`config.mk`:
```
export PLATFORM = sky130hd
export DESIGN_NAME = rf_write_arbiter
export DESIGN_NICKNAME = d
export VERILOG_FILES = /design/src/rtl/rf_write_arbiter.sv
export SDC_FILE = /design/constraint.sdc
export NUM_CORES = 1
export LEC_CHECK = 0
export CAP_MARGIN = 15
export CORE_MARGIN = 1.5
export CORE_UTILIZATION = 40
export DETAILED_ROUTE_END_ITERATION = 10
export PLACE_DENSITY = 0.86
export SYNTH_ARGS = -nofsm -noshare
export SYNTH_HDL_FRONTEND = slang
export SYNTH_SLANG_ARGS = --single-unit
```
`constraint.sdc`:
```
create_clock -name clk -period 2.8 [get_ports clk]
set_clock_uncertainty 0.2 [all_clocks]
set_input_delay 0.56 -clock clk [delete_from_list [all_inputs] [get_ports clk]]
set_output_delay 0.56 -clock clk [all_outputs]
set_load 0.005 [all_outputs]
```
`src/rtl/rf_write_arbiter.sv`:
```
// Round-robin arbiter that shares the register-file write port among NREQ requesters.
// Optional macro RF_WARB_DROP_R0_EN: grant writes to $0 but never issue them.
module rf_write_arbiter #(
    parameter int NREQ  = 2,
    parameter int CNT_W = 16
) (
    input  logic                 clk,
    input  logic                 rst_n,
    input  logic                 hold,
    input  logic [NREQ-1:0]      req_valid,
    input  logic [NREQ*5-1:0]    req_addr,
    input  logic [NREQ*32-1:0]   req_data,
    output logic [NREQ-1:0]      req_ready,
    output logic                 rf_we,
    output logic [4:0]           rf_a3,
    output logic [31:0]          rf_wd3,
    output logic [CNT_W-1:0]     cont_cnt
);
    localparam int PTR_W = $clog2(NREQ);

    logic [PTR_W-1:0] r_ptr;
    logic             r_we;
    logic [4:0]       r_a3;
    logic [31:0]      r_wd3;
    logic [CNT_W-1:0] r_cnt;

    logic [4:0]       w_addr [NREQ];
    logic [31:0]      w_data [NREQ];
    logic [NREQ-1:0]  w_grant;
    logic [PTR_W-1:0] w_gidx;
    logic             w_hs;
    logic [PTR_W:0]   w_scan;
    logic [2:0]       w_pop;
    logic             w_cont;
    logic             w_issue;
    logic [PTR_W-1:0] w_ptr_next;

    genvar gi;
    generate
        for (gi = 0; gi < NREQ; gi++) begin : g_unpack
            assign w_addr[gi] = req_addr[gi*5 +: 5];
            assign w_data[gi] = req_data[gi*32 +: 32];
        end
    endgenerate

    // First valid index at or after the pointer, wrapping modulo NREQ.
    always_comb begin
        w_grant = '0;
        w_gidx  = '0;
        w_hs    = 1'b0;
        w_scan  = '0;
        for (int k = 0; k < NREQ; k++) begin
            w_scan = {1'b0, r_ptr} + (PTR_W+1)'(k);
            if (w_scan >= (PTR_W+1)'(NREQ))
                w_scan = w_scan - (PTR_W+1)'(NREQ);
            if (!w_hs && !hold && rst_n && req_valid[w_scan[PTR_W-1:0]]) begin
                w_hs   = 1'b1;
                w_gidx = w_scan[PTR_W-1:0];
            end
        end
        if (w_hs)
            w_grant[w_gidx] = 1'b1;
    end

    always_comb begin
        w_pop = '0;
        for (int k = 0; k < NREQ; k++)
            w_pop = w_pop + {2'b00, req_valid[k]};
    end

    assign w_cont     = !hold && (w_pop >= 3'd2);
    assign w_ptr_next = (w_gidx == PTR_W'(NREQ-1)) ? '0 : w_gidx + PTR_W'(1);

`ifdef RF_WARB_DROP_R0_EN
    assign w_issue = w_hs && (w_addr[w_gidx] != 5'd0);
`else
    assign w_issue = w_hs;
`endif

    always_ff @(posedge clk or negedge rst_n) begin
        if (!rst_n) begin
            r_ptr <= '0;
            r_we  <= 1'b0;
            r_a3  <= '0;
            r_wd3 <= '0;
            r_cnt <= '0;
        end else begin
            if (w_hs)
                r_ptr <= w_ptr_next;
            r_we <= w_issue;
            if (w_issue) begin
                r_a3  <= w_addr[w_gidx];
                r_wd3 <= w_data[w_gidx];
            end
            if (w_cont && (r_cnt != {CNT_W{1'b1}}))
                r_cnt <= r_cnt + CNT_W'(1);
        end
    end

    assign req_ready = w_grant;
    assign rf_we     = r_we;
    assign rf_a3     = r_a3;
    assign rf_wd3    = r_wd3;
    assign cont_cnt  = r_cnt;
endmodule

```
Word-level counts from Yosys, hierarchy flattened
Index checks and enable logic that the tools add are counted.
{ "totals": {"reg_bits": 55, "in_bits": 79, "out_inout_bits": 56, "elab_cells": 51} }
{ "op_classes": {"add_sub_neg": 6, "n_lt_le_gt_ge": 8, "eq_ne": 1, "n_mux": 20, "n_bitwise": 1, "reduce_logical": 10} }
{ "op_table": {"columns": ["operator", "count"], "rows": [
  ["$mux 32", 3],
  ["$add 16x1->16 const B", 1],
  ["$ne 16x16->1 const B", 1],
  ["$mux 5", 3],
  ["$mux 1", 12],
  ["$logic_and 1x1->1", 8],
  ["$ge 2x2->1 const B", 3],
  ["$lt 1x2->1 const B", 3],
  ["$add 1x1->2", 1],
  ["$add 1x1->2 const B", 1],
  ["$ge 1x2->1 const B", 1],
  ["$logic_not 1->1", 2],
  ["$mux 2", 1],
  ["$not 1->2", 1],
  ["$sub 1x1->1 const B", 2],
  ["$add 1x1->1 const B", 1],
  ["$demux 1 s1", 1],
  ["$ge 1x1->1 const B", 1]
]} }

Logic depth before layout (Yosys ltp)
Gate-level depths: netlist of the first run.
{ "depth": {"word_depth": 16, "depth_mapped": 6, "ltp_nobuf": 5} }

Worst setup path before layout of the first run
OpenSTA, ideal clock, no wires.
{ "synth_timing": {"path_kind": "input-to-output", "startpoint": "input rst_n", "endpoint": "output req_ready[0]", "t_arrival_ns": 1.348, "t_required_ns": 2.040, "path_slack_ns": 0.692, "cell_stages": 5, "path_buffers": 2, "cell_sequence": "nor2b_1 > nand3_1 > buf_4 > buf_4 > and2_1"} }
{ "synth_between": {"elab_chain_len": 13, "elab_cells_between_ends": 16, "cone_classes": "order compare (2); mux (7); reduce/logical (7)"} }
{ "synth_rtl": {"columns": ["element", "line", "rtl"], "rows": [
  ["start, declared", "8", "input logic rst_n,"],
  ["$logic_and 1x1->1 (2 in series)", "56", "if (!w_hs && !hold && rst_n && req_valid[w_scan[PTR_W-1:0]]) begin"],
  ["$mux 1", "56", null],
  ["$logic_not 1->1", "56", null],
  ["$logic_and 1x1->1 (3 in series)", "56", null],
  ["$mux 1", "56", null],
  ["$lt 1x2->1 (not written as such) / $ge 1x1->1 (equally long branches)", "62", "w_grant[w_gidx] = 1'b1;"],
  ["$logic_and 1x1->1 (not written as such)", "62", null],
  ["$mux 1 (not written as such)", "62", null],
  ["$demux 1 s1", "62", null],
  ["$mux 2 (*)", "61", "if (w_hs)"],
  ["end, declared", "13", "output logic [NREQ-1:0] req_ready,"]
]} }
Mark *: on every way between the ends. The rest lies on a longest branch, timed or not.

Worst setup path in the final report of the first run
{ "layout_timing": {"startpoint": "input hold", "endpoint": "output req_ready[0]"} }
{ "layout_between": {"elab_chain_len": 14, "elab_cells_between_ends": 17, "cone_classes": "order compare (2); mux (7); reduce/logical (8)"} }
{ "layout_rtl": {"columns": ["element", "line", "rtl"], "rows": [
  ["start, declared", "9", "input logic hold,"],
  ["$logic_not 1->1 (*)", "56", null],
  ["$logic_and 1x1->1 (2 in series)", "56", null],
  ["$mux 1", "56", null],
  ["$logic_not 1->1", "56", null],
  ["$logic_and 1x1->1 (3 in series)", "56", null],
  ["$mux 1", "56", null],
  ["$lt 1x2->1 (not written as such) / $ge 1x1->1 (equally long branches)", "62", null],
  ["$logic_and 1x1->1 (not written as such)", "62", null],
  ["$mux 1 (not written as such)", "62", null],
  ["$demux 1 s1", "62", null],
  ["$mux 2 (*)", "61", null]
]} }
Marks and branches as above.

==> results of run 1 <==
registers in the layout, summed over array words and instances (netlist names):
name,cells
rf_wd3,32
cont_cnt,16
rf_a3,5
r_ptr,1
rf_we,1
layout make-up:
cell class	instances	area, µm²
fill	528	2220
tap	77	96.34
clock buffer	8	100.1
multi-input combinational	177	1209
inverter	3	11.26
sequential	55	1376
timing repair buffer	139	1374
through the flow:
stage | hold slack, ns | instance area [µm²]
floorplan | 0.06441 | 2646
global placement | 0.2789 | 4066
detailed placement | 0.3187 | 4066
CTS | 0.2805 | 4167
global route | 0.2974 | 4167
finish | 0.2228 | 4167
worst max-delay path: stages:
cell	delay [ns]
clkdlybuf4s50_1	0.42
nor2b_1	0.18
o21a_2	0.17
and2_1	0.12
clkdlybuf4s50_1	0.52
kinds of logic after synthesis:
kind of cell             Yosys count  synth area share [%]
buffers and inverters             15                 2.553
adder cells (fa/ha/maj)            1                0.4727
AO/OA/AOI/OAI                     45                 8.983
AND/OR/NAND/NOR                   80                 16.74
XOR/XNOR                           9                 2.979
flip-flops                        55                 52.01
multiplexers                      42                 16.26
Yosys cell counts, drive strengths merged:
master and instances:
nor2 44, o21a 2, and2 1, mux2 5
mux2i 37, clkbuf 2, xnor2 2, o21ai 2
ha 1, a21oi 38, nand2 6, or2 3
xor2 7, nand4 4, nand3b 1, nor3 5
nor4 4, and3 1, o211ai 3, nor4b 1
buf 10, and4 1, dfrtp 55, inv 3
nand3 6, nor2b 1, nand2b 2
metal layers:
metal / GRT usage, % / wire [µm]
met5: 0 / 0
met2: 33.75 / 3319
met1: 21.45 / 2615
met3: 7.375 / 542
met4: 4.692 / 65
power by group:
group	total, mW	internal, mW	switching [mW]	leakage [nW]
Sequential	1.03	0.921	0.112	0.644
Clock	0.471	0.226	0.245	0.0515
Combinational	0.640	0.413	0.227	1.22
Total	2.14	1.56	0.584	1.92
worst max path at each step:
stage	start	depth (start not counted)	slack [ns]	to
6_report	hold	5	0.06	req_ready[0]
4_1_cts	hold	5	0.05	req_ready[0]
3_5_place_dp	hold	5	0.07	req_ready[0]
5_1_grt	hold	5	0.0002	req_ready[0]
3_3_place_gp	hold	5	0.1	req_ready[0]
2_1_floorplan	rst_n	5	0.69	req_ready[0]
==> summary.md, run 1 <==
The logs give 0.30 ns for the clock latency at the later pin of the worst-skew pair and 0 for the number of antenna violations at the first check in global routing. The port buffer count was 134; the total congestion overflow after global routing was 0. Commonest non-fill, non-tap cell in the layout: clkdlybuf4s50_1. TritonCTS built the clock tree. The number of setup violations in the final report was 0; the initial core utilization was 41.44%. The run gives 2 as the number of H-tree branching levels. The tree is rooted in a clkbuf_8. The startpoint identified for the worst register-to-register timing path is cont_cnt[0]. The top cell type by area accounts for 52.01% of the synthesized area. The floorplan step set the die height to 84.34 µm. The required time at the worst-slack endpoint came out at 2.04 ns. Max capacitance violation total: 0. The critical setup path kind is in -> out. The number of search-and-repair iterations in the first detailed-routing pass was 4. The weighted congestion at the end of routability-driven global placement came out at 0.8429.

Of the synthesized area, sequential elements account for 52.01%. Once placement completed, the tool counted placed cells totaling 451. Total of hold buffers inserted after clock tree synthesis: 0.

The setup slack of the most critical reg-to-reg path is 0.54 ns, and the number of nets in the final layout is 461. Setup repair after global routing left no endpoint under its margin. The run finished with clean final reports. The detail route stage leaves a number of antenna-violating nets equal to 0. The endpoint identified for the worst register-to-register timing path is cont_cnt[14]. The wire length per cell is 14.25 µm. The floorplan step defined a die boundary enclosing 0.007112 mm². The biggest area contributor in the post-synthesis netlist is dfrtp_1. The I/O pin count is 135. In the global route stage, overall resource usage came out at 18.96%. After routing, the total negative slack on setup checks comes to 0 ns.

In this run the tightest slew margin relative to its limit is 53.76%. Wires add up to 6543 µm. The run gives 10940 µm as the global-route wire length before repair.

Mean instance size in the synthesized netlist: 10.71 µm². After synthesis, the cell types taking the most area are dfrtp_1, mux2i_1, a21oi_1. Leaving out fill and tap cells, the most frequent cells in the layout are clkdlybuf4s50_1, dfrtp_1, nor2_1. The number of DRC markers in iteration 0 was 80; the arrival time at the worst endpoint was 1.98 ns. The post-route DRC violation count was 0; the peak fanout along the critical path was 2. The worst path needs 2.735 ns of the cycle, external delays included.

The tools report the number of warnings printed during yosys synthesis as 0. STA classifies the critical path endpoint as an output pin. Worst reg2reg path depth: 5. For the count of different cell masters after synthesis, the log shows 37.

Entering global routing, the biggest net connects 77 pins. Dividing total power by cell area gives a power density of 514.6 mW/mm². The run gives 1.916 nW as the static leakage.

Synthesis inferred 55 register bits. The final cell count without fillers came out at 459. The smallest setup slack after layout came out at 0.06456 ns.

The peak supply drop was 0.0003065 V; the number of placement rows was 29. Nature of the critical path startpoint: an input pin. Clock-pin slew was measured on the worst setup and hold paths at 0.10 ns. The summed instance area of the synthesized netlist is 0.002646 mm².

The tree built by TritonCTS fans out to 55 sinks. The worst min-delay path category is in -> async. The routed layout has 2310 vias. The via count of the first global-routing pass is 2375, and the diode insertion count for antenna repair is 0.

For the worst-case setup slack after placement, the log shows 0.06711 ns. The maximum clock path buffer count is 2. The final critical path takes up 97.69% of the cycle.

The pin slew with the least headroom to its limit works out to 0.6936 ns. Derived from the worst setup path, the maximum achievable clock frequency is 0.3656 GHz. Gates resized during post-CTS repair numbered 0.

In the routed layout, each cell is associated on average with a via count of 5.033. In this run the standard cell core region covers 0.006386 mm². The tools report the post-route core utilization as 65.24%. The design draws 2.144 mW. Once detailed placement completed, the half-perimeter wirelength came to 5047 µm. Cells with a size suffix above 1 make up 7.853% of the layout. For the total clock buffers created by CTS, the log shows 5. The number of nets handed over by synthesis was 327.

The number of buffers inserted to repair setup after CTS came out at 0. The final number of hold-violating endpoints was 0. The count of pins over their slew limit is 0.

The die is 84.34 µm wide. The relative area change from synthesis to final layout is 57.45%, and the gate count after technology mapping is 247.
Note: power is estimated with default switching activity, not from simulation.
==> run 2: changes to the inputs <==
--- a/config.mk
+++ b/config.mk
@@ -7,9 +7,10 @@
 export LEC_CHECK = 0
 export CAP_MARGIN = 15
 export CORE_MARGIN = 1.5
-export CORE_UTILIZATION = 40
+export CORE_UTILIZATION = 36
 export DETAILED_ROUTE_END_ITERATION = 10
-export PLACE_DENSITY = 0.86
+export PLACE_DENSITY = 0.82
+export SKIP_LAST_GASP = 1
 export SYNTH_ARGS = -nofsm -noshare
 export SYNTH_HDL_FRONTEND = slang
 export SYNTH_SLANG_ARGS = --single-unit
==> constraint.sdc (replaced) <==
create_clock -name clk -period 2.4 [get_ports clk]
set_clock_uncertainty 0.2 [all_clocks]
set_input_delay 0.48 -clock clk [delete_from_list [all_inputs] [get_ports clk]]
set_output_delay 0.48 -clock clk [all_outputs]
set_load 0.005 [all_outputs]
==> run 2 against run 1 <==
Net effect:
- total power grew 17%
- critical path depth rose by 1
- clock power increased by 16%
- design area increased by 1.7%
- first-iteration DRC count is 20% higher
- global-route usage shrank 2.2 points
==> summary.md, run 2 (synthesis results as in run 1) <==
The flow ran to the end, and the final reports show no timing, DRC or antenna violations. The tools report the arrival time at the worst endpoint as 1.53 ns. The critical setup path kind is in -> out. The I/O pin count is 135, and the total met2 wirelength after detailed routing is 3356 µm. The worst min-delay path category was in -> async. The count of buffers added on input and output ports is 134. For this run, the slowest stage of the critical path takes 0.43 ns.

The worst-case setup slack after placement is -0.1590 ns, and the post-route core utilization is 59.02%. Overall fraction of global-route tracks in use: 16.75%. After floorplanning, the core was sized to cover 0.007176 mm². The post-route netlist has 9.794% of its cells at a drive strength greater than 1. The power density over the cells is 592.3 mW/mm², and the pin slew with the least headroom to its limit is 0.6885 ns.

Once detail routing completed, the nets flagged for antenna violations numbered 0. Leaving out fill and tap cells, the most frequent cell in the layout is clkdlybuf4s50_1. The clock-pin slew on the worst setup and hold paths was 0.09 ns; the number of search-and-repair iterations in the first detailed-routing pass was 4. TritonCTS built the clock tree.

The root buffer cell chosen for the clock tree is clkbuf_8. The number of hold buffers added after CTS was 0. The final layout contains 467 nets. For the finished layout, the period the worst path requires is 2.212 ns. The floorplan die area is 0.007874 mm². The wire length per cell came out at 13.43 µm. For the weighted congestion at the end of routability-driven global placement, the log shows 0.8129. The via-per-instance ratio works out to 4.825.

The tool flagged a number of max-cap violations equal to 0. For flop-to-flop paths, the worst setup slack is 0.26 ns. For the HPWL after detailed placement, the log shows 5045 µm. The total overflow left after global routing is 0.

The final number of hold-violating endpoints is 0. Wire segments on met3 add up to 573 µm in the final route. The clock latency at the later pin of the worst-skew pair is 0.30 ns.

The repair_antennas step left the layout with diodes totalling 0. The detailed router put a total of 2554 µm of wire on met1. The number of fill cells in the layout was 617; the die extent in x was 88.74 µm.

The register with the most flip-flops in the layout has 32 of them. Number of antenna violations at the first check in global routing: 0. The y dimension of the die is 88.74 µm. Capturing element type of the critical path: an output pin. Dividing the final minimum period by the clock period gives 92.17%. Across all setup checks in the final design, the least slack found is 0.1880 ns. Setup repair after global routing left no endpoint under its margin.

Setup violations remaining at the end of the flow were counted as 0. Summed over all cells, the static leakage comes to 1.952 nW. The tightest hold path in the finished design has a slack of 0.1364 ns. The peak fanout along the critical path is 2. In this run the number of H-tree levels came out at 2. The normalized max-slew margin is 54.10%.

Counting every sink on the clock net gives 55. The nature of the critical path startpoint is an input pin. The relative area change from synthesis to final layout was 60.05%; the total clock buffers created by CTS was 5. For the count of pins over their slew limit, the log shows 0. Across the VDD grid, the largest voltage drop is 0.0002566 V. The via count of the first global-routing pass came out at 2308. The slowest stage cell on the critical path was clkdlybuf4s50_1. Derived from the worst setup path, the maximum achievable clock frequency is 0.4521 GHz.

The top routing layer in use was met4. After floorplanning, the core was divided into 31 placement rows. The top cell types in the final layout, fill and taps aside, are clkdlybuf4s50_1, dfrtp_1, nor2_1. The first global-routing pass estimated 10220 µm of wire.

The via count was 2350; the maximum clock path buffer count was 2. The critical path goes through clkdlybuf4s50_1 > nor2b_2 > buf_4 > o21a_2 > and2_1 > clkbuf_2. At the worst endpoint, the required time is 1.72 ns. For this configuration, the core starts out at a cell density of 36.88%. The tools report the post-route DRC violation count as 0. For this block, the routed nets add up to 6541 µm of wire.

The run gives 77 as the maximum number of pins on one net before global-route repair. Power comes to 2.509 mW. The tools report the number of DRC markers in iteration 0 as 96.
run 2: report_power, final:
| group | switching (mW) | internal (mW) | leakage (nW) | total (mW) |
|---|---|---|---|---|
| clock | 0.281 | 0.264 | 0.0515 | 0.545 |
| combinational | 0.265 | 0.494 | 1.26 | 0.759 |
| sequential | 0.131 | 1.07 | 0.644 | 1.21 |
run 2: what timing repair did:
| action | CTS | global route |
|---|---|---|
| buffers inserted | 1 | 0 |
| gates resized for setup | 3 | 2 |
| setup endpoints to repair | 2 | 1 |
| gates cloned | 0 | 0 |
run 2: worst paths after layout:
check,startpoint,to,cells past startpoint
worst min-delay path,rst_n,rf_wd3[4],2
min in group clk,r_ptr,r_ptr,2
max in group asynchronous,rst_n,cont_cnt[14],2
worst max register to register,cont_cnt[0],cont_cnt[14],5
worst max-delay path,hold,req_ready[0],6
worst min register to register,r_ptr,r_ptr,2
run 2: critical path, delay by kind of cell:
kind | cells | cell delay (ns)
AO/OA/AOI/OAI | 1 | 0.12
AND/OR/NAND/NOR | 2 | 0.26
buffers and inverters | 3 | 0.67
run 2: metal layers:
| layer | global-route usage [%] | up-vias |
|---|---|---|
| li1 | - | 1138 |
| met1 | 18.72 | 1118 |
| met3 | 5.131 | 4 |
| met5 | 0 | - |
| met2 | 30.85 | 90 |
| met4 | 4.261 | 0 |
run 2: area by class of cell:
type | instances | area (µm²) | share of cell area (%)
clock buffer | 8 | 100.1 | 2.363
inverter | 3 | 11.26 | 0.2659
multi-input combinational | 177 | 1211 | 28.60
sequential | 55 | 1376 | 32.50
tap | 99 | 123.9 | 2.925
timing repair buffer | 145 | 1413 | 33.35
run 2: metrics by stage:
step                      cell area [µm²]  std cells  TNS (ns)
final                                4235        487         0
after global routing                 4235        487         0
after CTS                            4239        487         0
after detailed placement             4131        478   -0.2719
after global placement               4131        478   -0.2442
after floorplan                      2646        247         0
==> run 3: changes to the inputs <==
--- a/config.mk
+++ b/config.mk
@@ -6,7 +6,7 @@
 export NUM_CORES = 1
 export LEC_CHECK = 0
 export CAP_MARGIN = 15
-export CORE_MARGIN = 1.5
+export CORE_MARGIN = 4
 export CORE_UTILIZATION = 36
 export DETAILED_ROUTE_END_ITERATION = 10
 export PLACE_DENSITY = 0.82
==> run 3 against run 2 <==
Net effect:
- fmax is 0.66% lower
- via count shrank 0.34%
- clock power grew 16%
==> summary.md, run 3 (synthesis results as in run 1) <==
The total clock buffers created by CTS was 5; the initial core utilization was 37.90%. In this run the count of I/O pins placed on the die edge is 135. The design draws 2.597 mW. The run gives 0 as the final number of hold-violating endpoints.

The tools report the nature of the critical path startpoint as an input pin. Compared with the post-synthesis result, the final layout area differs by 60.85%. The worst register-to-register path has a setup slack of 0.24 ns. After layout, the worst setup slack is 0.1733 ns.

After global routing the overflow that remains totals 0. Power spread over the standard cell area amounts to 610.2 mW/mm². The logs give 30 for the number of placement rows and 618 for the number of fill cells in the layout.

Once detail routing completed, the nets flagged for antenna violations numbered 0. The flow ran to the end, and the final reports show no timing, DRC or antenna violations. Headroom to the max-slew limit came out at 54.28%.

The H-tree was split into 2 levels. After the last flow step, the layout net total stands at 468. Maximum number of pins on one net before global-route repair: 77.

For the worst-case setup slack after placement, the log shows -0.2030 ns. TritonCTS built the clock tree. The sum of routed wire length over all layers is 6946 µm, and the maximum clock path buffer count is 2.

The worst-case IR drop observed on VDD is 0.0003568 V. The library cells used most frequently in the layout, excluding fill and tap cells, are clkdlybuf4s50_1, dfrtp_1, nor2_1. Setup violations remaining at the end of the flow were counted as 0.

Setup repair after global routing left no endpoint under its margin. The y dimension of the die is 93.74 µm, and the diode insertion count for antenna repair is 0. Walking the worst path, the cells encountered are clkdlybuf4s50_1 > nor2b_2 > buf_4 > o21a_2 > and2_1 > clkbuf_2. Port buffering added 134 buffers.

Counting cells, the worst reg-to-reg path comes to 5. Static timing analysis puts the maximum clock frequency at 0.4491 GHz. The run gives 0 as the count of pins over their slew limit. The analysis attributes to cell leakage a power of 1.966 nW. The worst setup path is of the in -> out kind. Grouping stages by cell kind, the critical path spends the most delay in buffers and inverters. The count of buffer and inverter cells on the critical path is 3, and the number of antenna violations at the first check in global routing is 0. The detailed router placed 2342 vias in this run.

The die extent in x works out to 93.74 µm. The sequential cells in the finished layout cover a total of 0.001376 mm². The worst setup path is captured at an output pin.

The final period utilization came out at 92.78%. The die covers 0.008786 mm². The run gives 5428 µm as the HPWL after detailed placement.

The via count of the first global-routing pass was 2421; the post-route DRC violation count was 0. The floorplan step defined a core boundary enclosing 0.006982 mm². For the arrival time at the worst endpoint, the log shows 1.55 ns.

In this run the critical register-to-register path is captured at cont_cnt[14]. In the final routed layout, each cell accounts on average for 14.32 µm. The register with the most flip-flops in the layout has 32 of them. The run gives 0.8408 as the weighted congestion at the end of routability-driven global placement. Data on the critical path is required at its endpoint by 1.72 ns. The clock latency at the later pin of the worst-skew pair is 0.29 ns, and the clock-pin slew on the worst setup and hold paths is 0.10 ns. The multi-input gate area in the final layout is 0.001211 mm². The commonest non-fill, non-tap cell in the layout is clkdlybuf4s50_1. The pin slew with the least headroom to its limit is 0.6858 ns, and the max capacitance violation total is 0. The reg-to-reg critical path startpoint is cont_cnt[0]. For this run, the slowest stage of the critical path takes 0.43 ns. The layout cell share with drive strength beyond 1 is 10.28%. The overall fraction of global-route tracks in use was 16.00%.

The peak fanout along the critical path is 2, and the via-per-instance ratio is 4.829. The clock period minus worst slack was 2.227 ns. Clock tree synthesis found a total of 55 sinks. The first detailed-routing pass ran for 4 iterations. The tools report the number of DRC markers in iteration 0 as 60. The global-route wire length before repair came out at 11400 µm. The worst hold path belongs to the class in -> async. The tree is rooted in a clkbuf_8. The post-route core utilization came out at 60.97%. The slowest stage cell on the critical path was clkdlybuf4s50_1.
run 3: changes by cell type in the layout (fill, tap and decap cells not counted), sizes merged:
cell / delta
clkinv: +1
clkbuf: -2
buf: +1
bufinv: +1
run 3: how the worst max path moves through the flow:
stage                            from            to  slack [ns]  cells past startpoint
after floorplan           cont_cnt[0]  cont_cnt[14]        0.39                      5
after global routing             hold    rf_wd3[17]         0.1                      7
after detailed placement         hold  req_ready[0]       -0.20                      5
after global placement           hold  req_ready[0]       -0.16                      5
final                            hold  req_ready[0]        0.17                      6
after CTS                        hold  req_ready[0]        0.02                      6
run 3: layout make-up:
| class | instances | area share [%] |
|---|---|---|
| clock buffers | 6 | 1.940 |
| clock inverters | 2 | 0.8230 |
| inverters | 3 | 0.2646 |
| multi-input cells | 177 | 28.45 |
| flip-flops and latches | 55 | 32.33 |
| well taps | 96 | 2.822 |
| repair buffers | 146 | 33.36 |
run 3: metal layers:
metal,global-route usage (%),wire length [µm],vias up
li1,-,-,1152
met1,18.56,2633,1110
met2,28.62,3628,80
met3,5.769,684,0
met4,2.647,0,0
met5,0,0,-
run 3: through the flow:
step | std cells | cell area (µm²) | hold slack (ns) | TNS, ns
CTS | 485 | 4260 | 0.1992 | 0
finish | 485 | 4257 | 0.1574 | 0
global route | 485 | 4257 | 0.2430 | 0
floorplan | 247 | 2646 | -0.01559 | 0
global placement | 476 | 4135 | 0.2777 | -0.2469
detailed placement | 476 | 4135 | 0.2998 | -0.3817
run 3: power breakdown:
part	switching (mW)	leakage, nW	total (mW)	internal [mW]
sequential	0.130	0.644	1.20	1.07
combinational	0.269	1.26	0.763	0.494
clock	0.292	0.0612	0.630	0.338
run 3: repair_timing:
item	in CTS	in global routing
hold buffers	0	0
gates resized for setup	3	2
setup buffers	1	0
setup endpoints to repair	2	1
